**src/rtl/case_stream_ctrl.sv**
```systemverilog
// Stream controller for ASCII case conversion: accepts NUL-terminated strings,
// converts each byte per a latched mode, buffers results in a FIFO and reports counts.
module case_stream_ctrl #(
    parameter int unsigned FIFO_DEPTH = 4,
    parameter int unsigned CNT_W      = 8
) (
    input  logic             clk,
    input  logic             rst_n,
    input  logic             start,
    input  logic             abort,
    input  logic [1:0]       mode,
    input  logic [7:0]       in_data,
    input  logic             in_valid,
    output logic             in_ready,
    output logic [7:0]       out_data,
    output logic             out_last,
    output logic             out_valid,
    input  logic             out_ready,
    output logic             busy,
    output logic             done,
    output logic [CNT_W-1:0] char_count,
    output logic [CNT_W-1:0] conv_count
);

    localparam int unsigned AW = (FIFO_DEPTH > 1) ? $clog2(FIFO_DEPTH) : 1;
    localparam logic [AW:0] DEPTH_C = FIFO_DEPTH[AW:0];
    localparam logic [AW:0] ONE_C   = {{AW{1'b0}}, 1'b1};

    typedef enum logic [1:0] {
        S_IDLE  = 2'd0,
        S_RUN   = 2'd1,
        S_DRAIN = 2'd2,
        S_DONE  = 2'd3
    } state_t;

    state_t        state;
    logic [1:0]    mode_q;
    logic [7:0]    mem_data [FIFO_DEPTH];
    logic          mem_last [FIFO_DEPTH];
    logic [AW-1:0] wr_ptr;
    logic [AW-1:0] rd_ptr;
    logic [AW:0]   count;

    logic          fifo_full;
    logic          fifo_empty;
    logic          push;
    logic          pop;
    logic          flush;
    logic [7:0]    conv_byte;
    logic          is_upper;
    logic          is_lower;

    assign fifo_full  = (count == DEPTH_C);
    assign fifo_empty = (count == '0);

    assign is_upper = (in_data >= 8'd65) && (in_data <= 8'd90);
    assign is_lower = (in_data >= 8'd97) && (in_data <= 8'd122);

    always_comb begin
        conv_byte = in_data;
        unique case (mode_q)
            2'b01:   if (is_lower) conv_byte = in_data & 8'hDF;
            2'b10:   if (is_upper) conv_byte = in_data | 8'h20;
            2'b11:   if (is_upper || is_lower) conv_byte = in_data ^ 8'h20;
            default: conv_byte = in_data;
        endcase
    end

    assign in_ready  = (state == S_RUN) && !fifo_full;
    // abort wins over a byte offered on the same edge: nothing is pushed or counted
    assign push      = in_valid && in_ready && !abort;
    assign pop       = out_valid && out_ready;
    assign flush     = abort && ((state == S_RUN) || (state == S_DRAIN));

    assign out_valid = !fifo_empty;
    assign out_data  = fifo_empty ? 8'h00 : mem_data[rd_ptr];
    assign out_last  = fifo_empty ? 1'b0  : mem_last[rd_ptr];
    assign busy      = (state != S_IDLE);
    assign done      = (state == S_DONE);

    always_ff @(posedge clk) begin
        if (push) begin
            mem_data[wr_ptr] <= conv_byte;
            mem_last[wr_ptr] <= (in_data == 8'h00);
        end
    end

    always_ff @(posedge clk or negedge rst_n) begin
        if (!rst_n) begin
            state      <= S_IDLE;
            mode_q     <= 2'b00;
            wr_ptr     <= '0;
            rd_ptr     <= '0;
            count      <= '0;
            char_count <= '0;
            conv_count <= '0;
        end else if (flush) begin
            state  <= S_IDLE;
            wr_ptr <= '0;
            rd_ptr <= '0;
            count  <= '0;
        end else begin
            if (push) wr_ptr <= wr_ptr + 1'b1;
            if (pop)  rd_ptr <= rd_ptr + 1'b1;
            if (push && !pop)      count <= count + ONE_C;
            else if (!push && pop) count <= count - ONE_C;

            unique case (state)
                S_IDLE: begin
                    if (start && !abort) begin
                        mode_q     <= mode;
                        char_count <= '0;
                        conv_count <= '0;
                        state      <= S_RUN;
                    end
                end
                S_RUN: begin
                    if (push) begin
                        if (in_data == 8'h00) begin
                            state <= S_DRAIN;
                        end else if (char_count != '1) begin
                            char_count <= char_count + 1'b1;
                        end
                        if ((conv_byte != in_data) && (conv_count != '1))
                            conv_count <= conv_count + 1'b1;
                    end
                end
                S_DRAIN: begin
                    if (fifo_empty || (pop && count == ONE_C)) state <= S_DONE;
                end
                default: state <= S_IDLE;
            endcase
        end
    end

endmodule
```
**config.mk**
```make
export PLATFORM = sky130hd
export DESIGN_NAME = case_stream_ctrl
export DESIGN_NICKNAME = d
export VERILOG_FILES = /design/src/rtl/case_stream_ctrl.sv
export SDC_FILE = /design/constraint.sdc
export NUM_CORES = 1
export LEC_CHECK = 0
export ABC_CLOCK_PERIOD_IN_PS = 4100
export CAP_MARGIN = 0
export CORE_MARGIN = 1
export CORE_UTILIZATION = 50
export CTS_BUF_LIST = sky130_fd_sc_hd__clkbuf_16
export CTS_CLUSTER_SIZE = 12
export DETAILED_ROUTE_END_ITERATION = 6
export MAX_ROUTING_LAYER = met4
export PLACE_DENSITY = 0.72
export SETUP_SLACK_MARGIN = 0.4
export SLEW_MARGIN = 20
export SYNTH_ARGS = -nofsm -noshare
export SYNTH_HDL_FRONTEND = slang
export SYNTH_SLANG_ARGS = --single-unit
```
**constraint.sdc**
```tcl
create_clock -name clk -period 4.1 [get_ports clk]
set_input_delay 1.025 -clock clk [delete_from_list [all_inputs] [get_ports clk]]
set_output_delay 1.025 -clock clk [all_outputs]
set_load 0.05 [all_outputs]
```
==> summary.txt <==
Final layout
  • Filler Cell Count: 441
  • Layout area overhead: 25.4%
  • Nets: 324
  • Diodes inserted: 0
  • Share of post-route cells with drive strength above 1: 13.7%
  • Final core utilization: 65.6%
  • Final instance area: 0.00393 mm^2

CTS
  • CTS tree: yes
  • Clock-pin transition on the worst setup and hold timing paths: 0.05 ns
  • CTS Root Cell: clkbuf_16
  • CTS Sinks: 63
  • H-tree Lvls: 3
  • Clk_lat worst skew: 0.32 ns
  • Clock Tree Buf Depth: 2
  • Cts bufs inserted: 9
  • Post-CTS Resized: 0
  • Hold Buf Count CTS: 0
  • Setup bufs post-CTS: 0

Synthesis
  • Cell Area, Synth: 0.00313 mm^2
  • Syn_area_per_cell: 12.7 um^2
  • Main synth FF type: edfxtp_1
  • Syn Nets: 277
  • Post-synthesis cell type count: 48
  • EDFF count, synth: 36
  • Synthesized instance count: 247
  • Sequential-to-total area share from yosys stat: 56.1%
  • Asr flop ratio synth: 42.9%
  • #FFs+latches synth: 63
  • Synth Warn #: 0

Die
  • Core box area: 0.00599 mm^2
  • Die ar.: 0.00659 mm^2
  • Ports: 45
  • Row cnt: 28
  • Die width: 81.2 um
  • Starting density of the core: 52.3%
  • Die H: 81.2 um

Drt
  • DR vias: 2164
  • Vias per cell: 5.79
  • First-pass DRT Iterations: 4
  • DR DRC count: 0
  • Wire per inst: 16.6 um
  • Final WL: 6210 um
  • Initial drt markers: 138
  • Detail Route Antenna Nets: 0

Critical path
  • Worst stage delay on the critical path: 0.87 ns
  • Crit-path max FO: 10
  • Crit path kind: flip-flop to primary output
  • R2R Path End: conv_count[7]$_DFFE_PN0P_
  • Critical Path, Cell by Cell: inv_1 -> ha_1 -> a21boi_4 -> clkdlybuf4s50_1
  • CP max-delay cell: clkdlybuf4s50_1
  • Worst path required time: 3.07 ns
  • R2R depth: 6
  • CP startpoint kind: flip-flop
  • Reg2reg start: state[0]$_DFFE_PN0P_
  • Worst setup path end: in_ready
  • Reg-to-reg slack, setup: 1.26 ns
  • Crit path arrival time: 2.48 ns
  • Crit. Startpoint: state[1]$_DFFE_PN0P_
  • Worst setup EP type: primary output

GRT
  • Largest net degree at the start of global routing: 28
  • Remaining Overflow, GRT: 0
  • Vias in the first global route: 2022
  • Initial antenna violation count: 0
  • First-pass GRT wire length: 9970 um
  • Gr usage total: 21.9%

Timing
  • Setup violations, final: 0
  • Final Hold Fails: 0
  • Tcrit/Tclk final: 85.4%
  • F_max: 286 MHz
  • Clk_skew: 0.00731 ns
  • Final number of max-transition violations: 0
  • Slew HR: 57.1%
  • Period minus WS final: 3.50 ns
  • RSZ-0062 raised after global routing: false
  • Post-Route Setup TNS: 0 ns
  • Worst-Margin Slew: 0.638 ns

Power
  • IR drop worst, VDD: 0.000457 V
  • PwrDens: 664 mW/mm^2
  • Leakage Power: 1.47 nW

Worst hold path
  • Hold Path Depth: 1
  • Min-Delay Path Class: flip-flop to flip-flop

Place
  • Post-Place Cell Area: 0.00364 mm^2
  • GPL Wtd Cong: 0.852
  • Dpl hpwl: 4140 um
  • Count of input and output buffers: 44

Run status
  • Status: complete, no violations

Job
  • Max cap viols: 0
report_power, final:
group | internal, mW | switching, mW | leakage, nW
combinational | 0.409 | 0.617 | 0.648
sequential | 0.749 | 0.106 | 0.681
clock | 0.465 | 0.262 | 0.146
critical path: cells and delay by family (launching register included):
kind | cells | cell delay [ns]
AO/OA/AOI/OAI | 1 | 0.39
buffers and inverters | 2 | 0.96
adder cells (fa/ha/maj) | 1 | 0.39
flip-flops | 1 | 0.40
sequential cells by signal (all words and copies together), names as in the netlist:
register	cells
char_count	8
conv_count	8
count	3
mem_data	32
mem_last	4
mode_q	2
rd_ptr	2
state	2
wr_ptr	2
cells by family after synthesis:
family	count (synthesis)	share of synthesized area [%]
buffers and inverters	18	2.32
AOI/OAI and AO/OA	41	8.91
DFF	63	56.1
xor gates and xnor gates	9	2.52
adders and majority gates	15	5.91
and+or+nand+nor	87	16.1
muxes	14	8.19
area by class of cell:
| type | count | area (um^2) | share of cell area, % |
|---|---|---|---|
| clock buffer | 9 | 225 | 5.73 |
| clock inverter | 7 | 65.1 | 1.66 |
| inverter | 9 | 33.8 | 0.860 |
| multi-input combinational | 166 | 1300 | 33.2 |
| sequential | 63 | 1760 | 44.8 |
| tap | 75 | 93.8 | 2.39 |
| timing repair buffer | 45 | 448 | 11.4 |
synth_stat cells, types with 3 or more instances:
cell type / instances / share of area [%]
or3_1: 3 / 0.60
mux2_2: 3 / 1.1
inv_1: 9 / 1.1
o31ai_1: 5 / 1.2
o211ai_1: 3 / 0.72
o21ai_0: 14 / 2.2
a21oi_1: 10 / 1.6
or2_2: 3 / 0.60
mux4_2: 9 / 6.5
clkbuf_1: 5 / 0.60
nand3_1: 10 / 1.6
dfrtp_1: 27 / 22
and2_1: 11 / 2.2
nor4_1: 3 / 0.60
or4_1: 4 / 0.96
nor2_1: 13 / 1.6
nand2_1: 16 / 1.9
xnor2_1: 7 / 2.0
and3_1: 5 / 1.0
edfxtp_1: 36 / 35
ha_1: 14 / 5.6
nand4_1: 4 / 0.80
layer usage:
layer	share of wire (%)	GRT usage (%)	up-vias
li1	-	-	1023
met5	0	-	-
met1	46	27.0	1067
met3	5.2	6.18	7
met2	48	33.8	67
met4	1.2	9.11	0
how the worst min path moves through the flow:
stage                                startpoint                     to
final                     mode_q[0]$_DFFE_PN0P_  mode_q[0]$_DFFE_PN0P_
after floorplan           mode_q[0]$_DFFE_PN0P_  mode_q[0]$_DFFE_PN0P_
after global routing      mode_q[0]$_DFFE_PN0P_  mode_q[0]$_DFFE_PN0P_
after detailed placement  mode_q[0]$_DFFE_PN0P_  mode_q[0]$_DFFE_PN0P_
after CTS                 mode_q[0]$_DFFE_PN0P_  mode_q[0]$_DFFE_PN0P_
after global placement    mode_q[0]$_DFFE_PN0P_  mode_q[0]$_DFFE_PN0P_
layout by cell type (no fill, tap or decap), types with 2 or more instances in the layout:
cell type | netlist | routed
a21oi_1 | 10 | 10
and2_1 | 11 | 11
and3_1 | 5 | 5
and4_1 | 2 | 2
clkbuf_16 | 0 | 9
clkdlybuf4s50_1 | 0 | 44
clkinv_2 | 0 | 3
dfrtp_1 | 27 | 26
edfxtp_1 | 36 | 36
ha_1 | 14 | 14
inv_1 | 9 | 10
mux2_2 | 3 | 3
mux2i_1 | 2 | 2
mux4_2 | 9 | 9
nand2_1 | 16 | 16
nand2b_1 | 2 | 2
nand3_1 | 10 | 10
nand4_1 | 4 | 4
nor2_1 | 13 | 13
nor2b_1 | 2 | 2
nor4_1 | 3 | 3
o211ai_1 | 3 | 3
o21ai_0 | 14 | 14
o31ai_1 | 5 | 5
or2_2 | 3 | 3
or3_1 | 3 | 3
or4_1 | 4 | 4
or4_4 | 2 | 2
xnor2_1 | 7 | 7
xor2_1 | 2 | 2
per-stage QoR:
step	hold slack [ns]	total power [mW]	instances	setup slack [ns]
after floorplan	0.497	1.60	247	1.15
after global placement	0.523	1.87	358	0.605
after detailed placement	0.535	1.89	358	0.545
after CTS	0.547	2.63	374	0.453
after global routing	0.575	2.74	374	0.495
final	0.546	2.61	374	0.598
Power figures use the tool's default switching activity.
